### config.mk
export PLATFORM = sky130hd
export DESIGN_NAME = seq_divider_flat
export DESIGN_NICKNAME = d
export VERILOG_FILES = /design/src/rtl/div_pkg.sv /design/src/rtl/seq_divider_if.sv /design/src/rtl/div_step.sv /design/src/rtl/seq_divider.sv /design/src/flat_wrapper.sv
export SDC_FILE = /design/constraint.sdc
export NUM_CORES = 1
export LEC_CHECK = 0
export CORE_MARGIN = 4
export CORE_UTILIZATION = 45
export CTS_BUF_LIST = sky130_fd_sc_hd__clkbuf_8
export CTS_CLUSTER_SIZE = 12
export DETAILED_ROUTE_END_ITERATION = 8
export PLACE_DENSITY = 0.74
export SETUP_SLACK_MARGIN = 0.5
export SYNTH_ARGS = -nofsm -noshare
export SYNTH_HDL_FRONTEND = slang
export SYNTH_SLANG_ARGS = --single-unit
### constraint.sdc
create_clock -name Clock -period 5 [get_ports Clock]
set_clock_uncertainty 0.15 [all_clocks]
set_input_delay 1.5 -clock Clock [delete_from_list [all_inputs] [get_ports Clock]]
set_output_delay 1.5 -clock Clock [all_outputs]
set_load 0.01 [all_outputs]
### src/rtl/div_pkg.sv
// -----------------------------------------------------------------------------
// div_pkg
// Shared definitions for the sequential radix-2 restoring divider.
//   div_state_e : FSM state encoding (IDLE, RUN, FIX, DONE)
//   MIN_WIDTH   : smallest supported operand width
//   MAX_WIDTH   : widest supported operand width (helpers work on this width)
//   negate      : two's complement negation on a MAX_WIDTH word
//   abs_w       : magnitude of a 'width'-bit two's complement value held in
//                 the low bits of a MAX_WIDTH word
// -----------------------------------------------------------------------------
package div_pkg;

    localparam int MIN_WIDTH = 4;
    localparam int MAX_WIDTH = 64;
    localparam int IDX_W     = $clog2(MAX_WIDTH);

    typedef logic [MAX_WIDTH-1:0] word_t;

    typedef enum logic [1:0] {
        IDLE = 2'd0,
        RUN  = 2'd1,
        FIX  = 2'd2,
        DONE = 2'd3
    } div_state_e;

    function automatic word_t negate(input word_t v);
        return ~v + word_t'(1);
    endfunction

    // Callers keep only the low 'width' bits of the result.
    function automatic word_t abs_w(input word_t v, input int unsigned width);
        return v[IDX_W'(width - 1)] ? negate(v) : v;
    endfunction

endpackage

### src/rtl/seq_divider_if.sv
// -----------------------------------------------------------------------------
// seq_divider_if
// Start/stop handshake and operand/result bus between the MULT/DIV control FSM
// (master) and the sequential divider (slave).
//   w_DivStart, w_Signed, w_A, w_B        : master -> divider
//   w_DivStop, w_DivBusy, w_DivZero,
//   w_DIVHI (remainder), w_DIVLO (quotient): divider -> master
// -----------------------------------------------------------------------------
interface seq_divider_if #(
    parameter int WIDTH = 32
);
    logic             w_DivStart;
    logic             w_Signed;
    logic [WIDTH-1:0] w_A;
    logic [WIDTH-1:0] w_B;
    logic             w_DivStop;
    logic             w_DivBusy;
    logic             w_DivZero;
    logic [WIDTH-1:0] w_DIVHI;
    logic [WIDTH-1:0] w_DIVLO;

    modport master (
        output w_DivStart, w_Signed, w_A, w_B,
        input  w_DivStop, w_DivBusy, w_DivZero, w_DIVHI, w_DIVLO
    );

    modport slave (
        input  w_DivStart, w_Signed, w_A, w_B,
        output w_DivStop, w_DivBusy, w_DivZero, w_DIVHI, w_DIVLO
    );
endinterface

### src/rtl/div_step.sv
// -----------------------------------------------------------------------------
// div_step
// One combinational restoring-division step.
//   r_in  [WIDTH:0]   : partial remainder (always < d_in, so its MSB is 0)
//   d_in  [WIDTH-1:0] : divisor magnitude
//   n_bit             : next dividend bit, shifted in at the LSB
//   r_out [WIDTH:0]   : partial remainder after the trial subtraction
//   q_bit             : resulting quotient bit
// -----------------------------------------------------------------------------
module div_step #(
    parameter int WIDTH = 32
) (
    input  logic [WIDTH:0]   r_in,
    input  logic [WIDTH-1:0] d_in,
    input  logic             n_bit,
    output logic [WIDTH:0]   r_out,
    output logic             q_bit
);
    logic [WIDTH:0] shifted;
    logic [WIDTH:0] diff;
    logic           unused_r_msb;

    // The incoming remainder is below the divisor, so its top bit is always 0
    // and dropping it in the shift loses nothing.
    assign unused_r_msb = r_in[WIDTH];

    always_comb begin
        shifted = {r_in[WIDTH-1:0], n_bit};
        diff    = shifted - {1'b0, d_in};
        q_bit   = (shifted >= {1'b0, d_in});
        r_out   = q_bit ? diff : shifted;
    end
endmodule

### src/rtl/seq_divider.sv
// -----------------------------------------------------------------------------
// seq_divider
// Multi-cycle radix-2 restoring divider: one quotient bit per clock.
//   Clock : rising-edge clock
//   Reset : synchronous, active-high reset
//   bus   : seq_divider_if.slave (start/operands in; stop/busy/zero/HI/LO out)
// Latency from the accept edge to w_DivStop is WIDTH+2 cycles, or 2 cycles for
// a zero divisor. HI holds the remainder (sign of the dividend), LO the quotient
// (truncated toward zero).
// Build option: define DIV_SIGNED_EN to compile in signed mode (w_Signed then
// selects signed/unsigned); otherwise every operation is unsigned.
// -----------------------------------------------------------------------------
module seq_divider
    import div_pkg::*;
#(
    parameter int WIDTH = 32
) (
    input logic          Clock,
    input logic          Reset,
    seq_divider_if.slave bus
);
    localparam int CNT_W = $clog2(WIDTH + 1);

    div_state_e       state_q, state_d;
    logic [CNT_W-1:0] cnt_q, cnt_d;
    logic [WIDTH-1:0] n_q, n_d;
    logic [WIDTH-1:0] d_q, d_d;
    logic [WIDTH:0]   r_q, r_d;
    logic [WIDTH-1:0] q_q, q_d;
    logic             zero_pend_q, zero_pend_d;
    logic [WIDTH-1:0] hi_q, hi_d;
    logic [WIDTH-1:0] lo_q, lo_d;
    logic             zero_q, zero_d;

    logic             accept;
    logic [WIDTH-1:0] n_in, d_in;
    logic [WIDTH-1:0] hi_mag, hi_res, lo_res;
    logic [WIDTH:0]   step_r;
    logic             step_q;

    assign accept = (state_q == IDLE) && bus.w_DivStart;

    // On a zero divisor N is never shifted, and magnitude N with the dividend
    // sign reapplied reproduces the raw dividend for HI.
    assign hi_mag = zero_pend_q ? n_q : r_q[WIDTH-1:0];

    // N and Q are shift registers: the MSB of N is always dividend bit cnt-1,
    // and the quotient bit shifted in lands at position cnt-1 after WIDTH steps.
    div_step #(.WIDTH(WIDTH)) u_step (
        .r_in  (r_q),
        .d_in  (d_q),
        .n_bit (n_q[WIDTH-1]),
        .r_out (step_r),
        .q_bit (step_q)
    );

`ifdef DIV_SIGNED_EN
    logic quot_neg_q, quot_neg_d;
    logic rem_neg_q, rem_neg_d;

    function automatic logic [WIDTH-1:0] abs_op(input logic [WIDTH-1:0] v);
        word_t e;
        e            = '0;
        e[WIDTH-1:0] = v;
        e            = abs_w(e, WIDTH);
        return e[WIDTH-1:0];
    endfunction

    function automatic logic [WIDTH-1:0] neg_op(input logic [WIDTH-1:0] v);
        word_t e;
        e            = '0;
        e[WIDTH-1:0] = v;
        e            = negate(e);
        return e[WIDTH-1:0];
    endfunction

    always_comb begin
        quot_neg_d = quot_neg_q;
        rem_neg_d  = rem_neg_q;
        if (accept) begin
            quot_neg_d = bus.w_Signed & (bus.w_A[WIDTH-1] ^ bus.w_B[WIDTH-1]);
            rem_neg_d  = bus.w_Signed & bus.w_A[WIDTH-1];
        end
        n_in   = bus.w_Signed ? abs_op(bus.w_A) : bus.w_A;
        d_in   = bus.w_Signed ? abs_op(bus.w_B) : bus.w_B;
        lo_res = quot_neg_q ? neg_op(q_q) : q_q;
        hi_res = rem_neg_q ? neg_op(hi_mag) : hi_mag;
    end

    always_ff @(posedge Clock) begin
        if (Reset) begin
            quot_neg_q <= 1'b0;
            rem_neg_q  <= 1'b0;
        end else begin
            quot_neg_q <= quot_neg_d;
            rem_neg_q  <= rem_neg_d;
        end
    end
`else
    logic unused_signed;

    assign unused_signed = bus.w_Signed;
    assign n_in          = bus.w_A;
    assign d_in          = bus.w_B;
    assign lo_res        = q_q;
    assign hi_res        = hi_mag;
`endif

    always_comb begin
        // NOTE: every variable gets a hold value first so no path through the
        // case statement can leave one unassigned and infer a latch.
        state_d     = state_q;
        cnt_d       = cnt_q;
        n_d         = n_q;
        d_d         = d_q;
        r_d         = r_q;
        q_d         = q_q;
        zero_pend_d = zero_pend_q;
        hi_d        = hi_q;
        lo_d        = lo_q;
        zero_d      = zero_q;

        unique case (state_q)
            IDLE: begin
                if (bus.w_DivStart) begin
                    n_d         = n_in;
                    d_d         = d_in;
                    r_d         = '0;
                    q_d         = '0;
                    zero_d      = 1'b0;
                    zero_pend_d = (bus.w_B == '0);
                    if (bus.w_B == '0) begin
                        state_d = FIX;
                    end else begin
                        cnt_d   = CNT_W'(WIDTH);
                        state_d = RUN;
                    end
                end
            end
            RUN: begin
                r_d   = step_r;
                q_d   = {q_q[WIDTH-2:0], step_q};
                n_d   = {n_q[WIDTH-2:0], 1'b0};
                cnt_d = cnt_q - CNT_W'(1);
                if (cnt_q == CNT_W'(1)) begin
                    state_d = FIX;
                end
            end
            FIX: begin
                if (zero_pend_q) begin
                    zero_d = 1'b1;
                    hi_d   = hi_res;
                    lo_d   = '1;
                end else begin
                    hi_d = hi_res;
                    lo_d = lo_res;
                end
                state_d = DONE;
            end
            DONE: begin
                state_d = IDLE;
            end
            default: begin
                state_d = IDLE;
            end
        endcase
    end

    // NOTE: state registers use non-blocking assignments so every flop samples
    // the pre-edge values regardless of statement order.
    always_ff @(posedge Clock) begin
        if (Reset) begin
            state_q     <= IDLE;
            cnt_q       <= '0;
            n_q         <= '0;
            d_q         <= '0;
            r_q         <= '0;
            q_q         <= '0;
            zero_pend_q <= 1'b0;
            hi_q        <= '0;
            lo_q        <= '0;
            zero_q      <= 1'b0;
        end else begin
            state_q     <= state_d;
            cnt_q       <= cnt_d;
            n_q         <= n_d;
            d_q         <= d_d;
            r_q         <= r_d;
            q_q         <= q_d;
            zero_pend_q <= zero_pend_d;
            hi_q        <= hi_d;
            lo_q        <= lo_d;
            zero_q      <= zero_d;
        end
    end

    assign bus.w_DivStop = (state_q == DONE);
    assign bus.w_DivBusy = (state_q != IDLE);
    assign bus.w_DivZero = zero_q;
    assign bus.w_DIVHI   = hi_q;
    assign bus.w_DIVLO   = lo_q;
endmodule

### src/flat_wrapper.sv
// flat-port wrapper written by rule: the top's interface ports become plain ports
module seq_divider_flat import div_pkg::*;
#(
    parameter int WIDTH = 32
)
  (Clock, Reset, bus_w_DivStart, bus_w_Signed, bus_w_A, bus_w_B, bus_w_DivStop, bus_w_DivBusy, bus_w_DivZero, bus_w_DIVHI, bus_w_DIVLO);
  seq_divider_if #(.WIDTH(WIDTH)) bus_i ();
  input logic Clock;
  input logic Reset;
  input wire logic [$bits(bus_i.w_DivStart)-1:0] bus_w_DivStart;
  input wire logic [$bits(bus_i.w_Signed)-1:0] bus_w_Signed;
  input wire logic [$bits(bus_i.w_A)-1:0] bus_w_A;
  input wire logic [$bits(bus_i.w_B)-1:0] bus_w_B;
  output wire logic [$bits(bus_i.w_DivStop)-1:0] bus_w_DivStop;
  output wire logic [$bits(bus_i.w_DivBusy)-1:0] bus_w_DivBusy;
  output wire logic [$bits(bus_i.w_DivZero)-1:0] bus_w_DivZero;
  output wire logic [$bits(bus_i.w_DIVHI)-1:0] bus_w_DIVHI;
  output wire logic [$bits(bus_i.w_DIVLO)-1:0] bus_w_DIVLO;
  assign bus_i.w_DivStart = bus_w_DivStart;
  assign bus_i.w_Signed = bus_w_Signed;
  assign bus_i.w_A = bus_w_A;
  assign bus_i.w_B = bus_w_B;
  assign bus_w_DivStop = bus_i.w_DivStop;
  assign bus_w_DivBusy = bus_i.w_DivBusy;
  assign bus_w_DivZero = bus_i.w_DivZero;
  assign bus_w_DIVHI = bus_i.w_DIVHI;
  assign bus_w_DIVLO = bus_i.w_DIVLO;
  seq_divider #(.WIDTH(WIDTH)) u_core (.Clock(Clock), .Reset(Reset), .bus(bus_i));
endmodule
==> results.md, run 1 <==
Run status:
- The flow ran to the end, and the final reports show no timing, DRC or antenna violations.

Hold path:
- The startpoint identified for the worst hold timing path is u_core.d_q[14].
- The path class of the tightest hold or removal check is flop to flop.
- The worst hold path passes through 2 cells.
- The endpoint of the worst hold-timing path is u_core.d_q[14].

Layout:
- For this run, the post-layout net count is approximately 1.5k.
- Relative to the synthesized area, the layout overhead comes to 20.6%.
- The number of fill cells in the layout is about 2.0k.
- In the final layout, the share of cells above drive strength 1 is 0.0540.

Yosys:
- The portion of synthesized cell area occupied by the leading cell type is 0.395.
- After synthesis the netlist holds a flip-flop and latch count of ~200.
- For this run, the leading register cell type out of synthesis is dfxtp_1.
- Of all cell types, the one taking the most synthesized area is dfxtp_1.
- Counting flops with an async set or reset pin after synthesis yields a share of 0.
- Yosys mapped a number of flops with a built-in enable equal to 0.
- The number of nets in the synthesized netlist is roughly 1.4k.
- The synthesis warning total is 0.
- Summing every instance area after synthesis gives between 10000 and 15000 um2.
- The cell count after synthesis is 1266.
- The proportion of synthesized chip area in sequential cells is 0.395.
- nor2_1 is the most common cell in the netlist.
- The number of different library cells used by synthesis comes to 57.
- Ranked by total cell area, the synthesized netlist is headed by dfxtp_1 39%, nor2_1 7.4%, a211oi_1 7.3%.
- Dividing the synthesized area by the synthesized cell count gives 8.09 um2.
- Counting instances in the post-synthesis netlist gives the leading cell types as 203 x nor2_1, 202 x dfxtp_1, 144 x nand2_1.

Drt:
- The via count is approximately 9.3k.
- The post-detailed-routing wire length is roughly 27 mm.
- The first detailed-routing pass ran for 5 iterations.
- The number of antenna-violating nets in the routed design is 0.
- The mean number of vias per cell is 5.63.
- In this run, the number of DRC markers left after iteration 0 of detailed routing was 585.
- The number of remaining DRC errors is 0.
- The detailed-route wire length per cell is 16.4 um.

Clock tree:
- The clock tree root driver cell is clkbuf_8.
- Clock-pin slew was measured on the worst setup and hold paths at ~0.060 ns.
- TritonCTS built the clock tree.
- The count of hold buffers inserted by post-cts repair is 0.
- Once the clock tree was built, the resizer swapped 0 gates to a different size.
- The maximum clock path buffer count is 3.
- The maximum level of the CTS H-tree is 2.
- The post-CTS setup-driven buffer insertion count is 0.
- The source-to-sink clock delay at the later pin of the worst-skew pair is around 0.53 ns.
- The total CTS buffers is 35.
- The number of clock sinks is between 200 and 250.

Power:
- The fraction of power consumed by the clock network is 0.220.
- The areal power density over the cells is between 500 and 600 nW/um2.
- VDD sags by at most around 0.26 mV.
- The design draws a little over 7000 uW.
- Of the total power, combinational logic draws 0.468.
- The cell-internal power is roughly 4200 uW.
- Of the total power, the share spent switching nets is 0.408.
- Of the total power, registers draw 0.312.
- The analysis attributes to net switching a power of between 2000 and 3000 uW.
- The leakage power is 0.00452 uW.

Timing:
- Dividing the final minimum period by the clock period gives 0.746.
- The worst path needs between 3 and 4 ns of the cycle, external delays included.
- Setup repair after global routing left no endpoint under its margin.
- Setup total negative slack on the finished layout was measured at 0 ns.
- The max-slew violation total from the final report is 0.
- Headroom to the max-slew limit came out at 0.351.
- The final setup violation count is 0.
- The transition at the pin with the smallest max-transition slack is 0.974 ns.
- Hold is met by around 0.3 ns.
- The maximum operating frequency is 0.268 GHz.
- The total count of hold-check failures in the final report is 0.
- Setup slack on the critical path of the routed design comes to between 1 and 1.5 ns.

Worst setup path:
- The slowest stage of the critical path belongs to the cell or4_1.
- The register-to-register setup slack is roughly 1.3 ns.
- In this run the critical register-to-register path is launched from u_core.r_q[23].
- The type of element capturing the critical path is a flop.
- The destination of the worst register-to-register timing path is u_core.r_q[8].
- The number of cells on the worst reg-to-reg path is 10.
- Walking the worst path, the cells encountered are ha_1 -> and3_1 -> nand4_1 -> or4_1 -> o31a_1 -> inv_1 -> a211o_1 -> buf_4 -> a21oi_1 -> a221o_1.
- STA puts the critical path data required time at roughly 5.3 ns.
- The category of the worst setup path launch point is a flop.
- The classification of the worst setup path is flop to flop.
- The largest fanout of any net on the critical path is 24.
- The arrival time of data at the critical path endpoint is around 4.0 ns.
- The delay of the slowest critical-path stage is about 0.57 ns.

GRT:
- The maximum number of pins on one net before global-route repair is between 90 and 100.
- The number of antenna violations at the first check in global routing is 1.
- After global routing the overflow that remains totals 0.
- The via count of the first global-routing pass was approximately 8.9k.
- The first global-routing pass estimated between 40 and 50 mm of wire.
- For this run, the total global-route usage over all layers was measured as 0.207.

Placed design:
- The count of port buffers added during placement is around 130.
- The post-place setup slack is 0.939 ns.
- The total half-perimeter wirelength after legalization and detailed placement is around 19 mm.
- The final weighted congestion in routability-driven placement is ~0.91.

Die:
- Measured along the y axis, the die boundary spans 159 um.
- The placeable core area is approximately 22000 um2.
- The count of boundary I/O pins is 135.
- The initial utilization of the core area, before any placement, comes to 0.464.
- The die is roughly 160 um wide.
- The floorplan step defined a die boundary enclosing between 20000 and 30000 um2.
- The floorplan has 54 rows.

Flow run:
- The count of maximum capacitance violations is 0.
[layout by cell type (no fill, tap or decap), drive strengths merged, types with 11 or more instances in the layout]
master,count
nor2,203
dfxtp,202
nand2,144
clkdlybuf4s50,132
a211oi,100
a21oi,85
mux2i,65
inv,65
clkbuf,44
ha,38
a22oi,31
o21ai,25
nand4,24
o211ai,21
xnor2,20
buf,15
nand3,13
a21o,12
a221o,11
nor4,11
[worst max path at each step]
stage	cells after the start	from	endpoint	slack [ns]
after floorplan	9	bus_w_DivStart	u_core.r_q[19]	1.69
after global placement	9	bus_w_B[6]	u_core.cnt_q[5]	1.01
after detailed placement	9	bus_w_B[23]	u_core.cnt_q[5]	0.94
after CTS	10	u_core.r_q[23]	u_core.r_q[8]	1.26
after global routing	10	u_core.r_q[23]	u_core.r_q[5]	1.07
final	10	u_core.r_q[23]	u_core.r_q[8]	1.27
[sequential cells by signal, indices dropped and copies added (netlist names)]
signal                flops
u_core.bus.w_DIVHI       32
u_core.bus.w_DIVLO       32
u_core.d_q               32
u_core.lo_res            32
u_core.n_q               32
u_core.r_q               32
u_core.cnt_q              6
u_core.state_q            2
u_core.bus.w_DivZero      1
u_core.zero_pend_q        1
[power by group through the flow]
stage | clock network [uW] | logic, uW | registers [uW]
after CTS | 1610 | 3320 | 2220
after detailed placement | 0 | 3300 | 2250
after global routing | 1680 | 3700 | 2270
final | 1570 | 3340 | 2230
after global placement | 0 | 3260 | 2240
after floorplan | 0 | 2360 | 2260
[cell families (layout without fill, tap and decap cells)]
kind of cell             after synthesis  in the layout  share of synthesized area
AO/OA/AOI/OAI                        331            331                      0.222
flip-flops                           202            202                      0.395
other                                  0              1                          0
buffers and inverters                156            261                     0.0615
AND/OR/NAND/NOR                      447            447                      0.188
XOR/XNOR                              26             26                     0.0222
multiplexers                          65             65                     0.0635
adder cells (fa/ha/maj)               39             39                     0.0484
[layer usage]
layer  vias to the layer above  part of all wire  track usage
li1                       4646                 -            -
met1                      4302              0.47        0.285
met2                       298              0.45        0.330
met3                        54             0.057       0.0316
met4                         0             0.027       0.0789
met5                         -                 0            0
[area by class of cell]
type	count	area (um2)	share of cell area
multi-input cells	908	5600	0.453
clock inverters	18	134	0.0108
diodes	1	2.50	0.000202
repair buffers	147	1430	0.116
inverters	52	195	0.0158
clock buffers	44	606	0.0490
well taps	280	350	0.0283
flip-flops and latches	202	4050	0.327
[metrics by stage]
stage          utilization  instances  instance area, um2
3_3_place_gp         0.526       1589               11600
6_report             0.560       1652               12400
2_1_floorplan            -       1266               10200
3_5_place_dp         0.526       1589               11600
4_1_cts              0.559       1651               12400
5_1_grt              0.560       1652               12400
[worst max-delay path, delay by kind of cell (launching register included)]
| family | cells | cell delay, ns |
|---|---|---|
| compound gates | 4 | 1.02 |
| fa+ha+maj | 1 | 0.47 |
| buf+inv | 2 | 0.46 |
| flops | 1 | 0.39 |
| simple gates | 3 | 1.10 |
No activity file was read; power rests on OpenSTA's default activity.
==> inputs of run 2 (changes only) <==
clock period = 3.5 ns   (was 5 ns; I/O delays follow)
==> run 2 against run 1 <==
Effect of this change:
- worst hold slack worse by 0.0018 ns
- critical path depth down 1
- highest routed layer unchanged
- critical endpoint is now u_core.r_q[15]
- largest cell class unchanged
- non-clock buffer count is 36 higher
==> results.md, run 2 (synthesis results as in run 1) <==
Run status:
- The run finished with clean final reports.

Worst setup path:
- The arrival time of data at the critical path endpoint is 3.29 ns (-0.70 ns).
- The cell with the largest stage delay on the worst path is dfxtp_2.
- The reg-to-reg critical path startpoint is u_core.r_q[13].
- The data required time of the critical path is 3.76 ns (-1.50 ns).
- The register-to-register setup slack came to 0.47 ns (-0.80 ns).
- The number of cells traversed by the worst register-to-register path is 9 (-1).
- The signal on the critical path passes through ha_4 -> a21oi_2 -> o21ai_0 -> a311o_1 -> a41o_1 -> a21o_1 -> a211o_4 -> and2_2 -> a221o_1.
- The classification of the worst setup path is flop to flop.
- The worst setup path startpoint is u_core.r_q[13].
- The delay of the slowest critical-path stage is 0.43 ns (-0.14 ns).
- The largest fanout of any net on the critical path is 8 (-67%).
- STA classifies the critical path endpoint as a flop.
- The worst register-to-register path ends at u_core.r_q[15].
- The category of the worst setup path launch point is a flop.

Clock tree:
- The count of hold buffers inserted by post-cts repair is 0 (unchanged).
- The total CTS buffers was 35 (unchanged).
- TritonCTS built the clock tree.
- The maximum level of the CTS H-tree is 2 (unchanged).
- The register clock-pin slew on the reported worst setup and hold paths is 0.06 ns (about the same).
- The maximum clock path buffer count is 3 (unchanged).
- The number of clock sinks is 202 (unchanged).
- The source-to-sink clock delay at the later pin of the worst-skew pair is 0.53 ns (about the same).
- The root buffer cell chosen for the clock tree is clkbuf_8.

Placed design:
- The count of port buffers added during placement was 133 (unchanged).
- The total half-perimeter wirelength after legalization and detailed placement was 19.0 mm (-0.65%).
- The final weighted congestion in routability-driven placement is 0.870 (-4.2%).
- The post-place setup slack is 0.117 ns (-0.821 ns).

Timing:
- The clock period minus final worst setup slack was 3.03 ns (-0.701 ns).
- The maximum operating frequency came to 0.330 GHz (+23%).
- The minimum setup slack in the final design is 0.471 ns (-0.799 ns).
- The setup TNS after final layout is 0 ns (unchanged).
- The final setup violation count is 0 (unchanged).
- The part of the cycle the worst path needs is 0.865 (+0.119).
- The transition at the pin with the smallest max-transition slack is 0.817 ns (-0.157 ns).
- The relative slew slack came to 0.456 (+0.105).
- The max-slew violation total from the final report came to 0 (unchanged).
- Setup repair after global routing could not meet its margin everywhere.
- The total count of hold-check failures in the final report came to 0 (unchanged).

Layout:
- The antenna diode count is 0 (-1).
- The most common library cell in the layout ignoring fill and taps is nor2_1.
- The number of fill cells in the layout is 1938 (-5.3%).
- The library cells used most frequently in the layout, excluding fill and tap cells, are 203 x nor2_1, 173 x dfxtp_1, 143 x nand2_1.
- The share of final-layout standard cells stronger than drive strength 1 is 0.140 (+0.0855).
- The final net count was 1491 (+2.6%).
- Relative to the synthesized area, the layout overhead comes to 27.5%.

Die:
- The width of the chip is 159 um (unchanged).
- The count of boundary I/O pins is 135 (unchanged).
- The chip height is 159 um (unchanged).
- The placeable core area is 22100 um2 (unchanged).
- The total number of placement rows was 54 (unchanged).
- The die area is 25300 um2 (unchanged).
- The initial cell density of the core is 0.464 (unchanged).

Hold path:
- The launch instance of the worst min-delay path is u_core.d_q[23].
- The endpoint of the worst hold-timing path is u_core.d_q[23].
- The cell depth of the worst min-delay path came to 2 (unchanged).
- The class of the most critical hold timing path is flop to flop.

Drt:
- The violation count after the first detailed-route iteration is 884 (+51%).
- The via count is 9556 (+2.8%).
- The detailed-route wire length per cell came to 16.8 um (+2.2%).
- The first-pass iteration count of the detailed router is 6 (+1).
- The number of remaining DRC errors is 0 (unchanged).
- The post-detailed-routing wire length is 28.3 mm (+4.2%).
- The mean number of vias per cell is 5.67 (+0.74%).
- The number of antenna-violating nets in the routed design was 0 (unchanged).

GRT:
- The total track usage is 0.209 (+0.00186).
- The maximum number of pins on one net before global-route repair is 163 (+72%).
- The global-route wire length before repair is 45.2 mm (+1.2%).
- The via count of the first global-routing pass is 8767 (-1.3%).
- The residual overflow from global routing is 0 (unchanged).
- The number of antenna violations at the first check in global routing was 0 (-1).

Power:
- The largest vdd supply drop is 0.432 mV (+68%).
- The final total power is 10800 uW (+51%).
- The areal power density over the cells is 824 nW/um2 (+43%).
- The leakage power was 0.00473 uW (+4.7%).

Flow run:
- The count of maximum capacitance violations is 0 (unchanged).
run 2: changes by cell type in the layout (fill, tap and decap cells not counted), moves of 7 or more:
cell | before | now
inv_2 | 0 | 7
dfxtp_4 | 0 | 8
a21oi_2 | 2 | 9
inv_1 | 64 | 51
ha_4 | 1 | 19
dfxtp_1 | 201 | 173
a21oi_1 | 83 | 72
ha_1 | 36 | 13
buf_4 | 15 | 41
dfxtp_2 | 1 | 21
run 2: worst max path at each step:
stage | endpoint | slack [ns] | cells after the start
after CTS | u_core.r_q[10] | 0.48 | 10
after global routing | u_core.r_q[28] | 0.37 | 13
after detailed placement | u_core.cnt_q[5] | 0.12 | 11
after floorplan | u_core.r_q[11] | 0.50 | 13
final | u_core.r_q[15] | 0.47 | 9
after global placement | u_core.cnt_q[5] | 0.19 | 11
run 2: timing repair:
item	in CTS	in global routing
buffers inserted	11	8
pin swaps	10	18
cloned	2	1
gates resized for setup	43	74
endpoints found under the hold margin	0	0
setup endpoints to repair	30	33
run 2: power breakdown:
| group | switching, uW | total [uW] | leakage (uW) | internal [uW] |
|---|---|---|---|---|
| combinational | 3070 | 5520 | 0.00270 | 2440 |
| clock | 953 | 2060 | 0.000365 | 1110 |
| sequential | 369 | 3190 | 0.00166 | 2820 |
| total | 4400 | 10800 | 0.00473 | 6370 |
run 2: metrics by stage:
step	hold WS, ns	std cells	cell area (um2)	util
floorplan	0.286	1266	10300	-
global placement	0.294	1605	11800	0.534
detailed placement	0.297	1605	11800	0.534
CTS	0.305	1676	12700	0.575
global route	0.322	1685	13100	0.592
finish	0.300	1685	13100	0.592
run 2: worst max-delay path: cells and delay by family (launching register included):
family	cells	cell delay, ns
DFF	1	0.43
adders and majority gates	1	0.27
AOI/OAI and AO/OA	7	1.80
and+or+nand+nor	1	0.29
run 2: final cells by class:
class                   instances  area (um2)  share of cell area
clock buffers                  43         592              0.0453
clock inverters                15        75.1             0.00574
inverters                      52         195              0.0149
multi-input cells             910        5980               0.457
flip-flops and latches        202        4100               0.314
well taps                     280         350              0.0268
repair buffers                183        1780               0.136
run 2: per-layer routing:
layer	vias to the layer above	wire (um)	global-route usage
met3	45	1690	0.0363
met4	0	519	0.0477
met2	333	13100	0.337
met5	-	0	0
met1	4442	13000	0.295
li1	4736	-	-
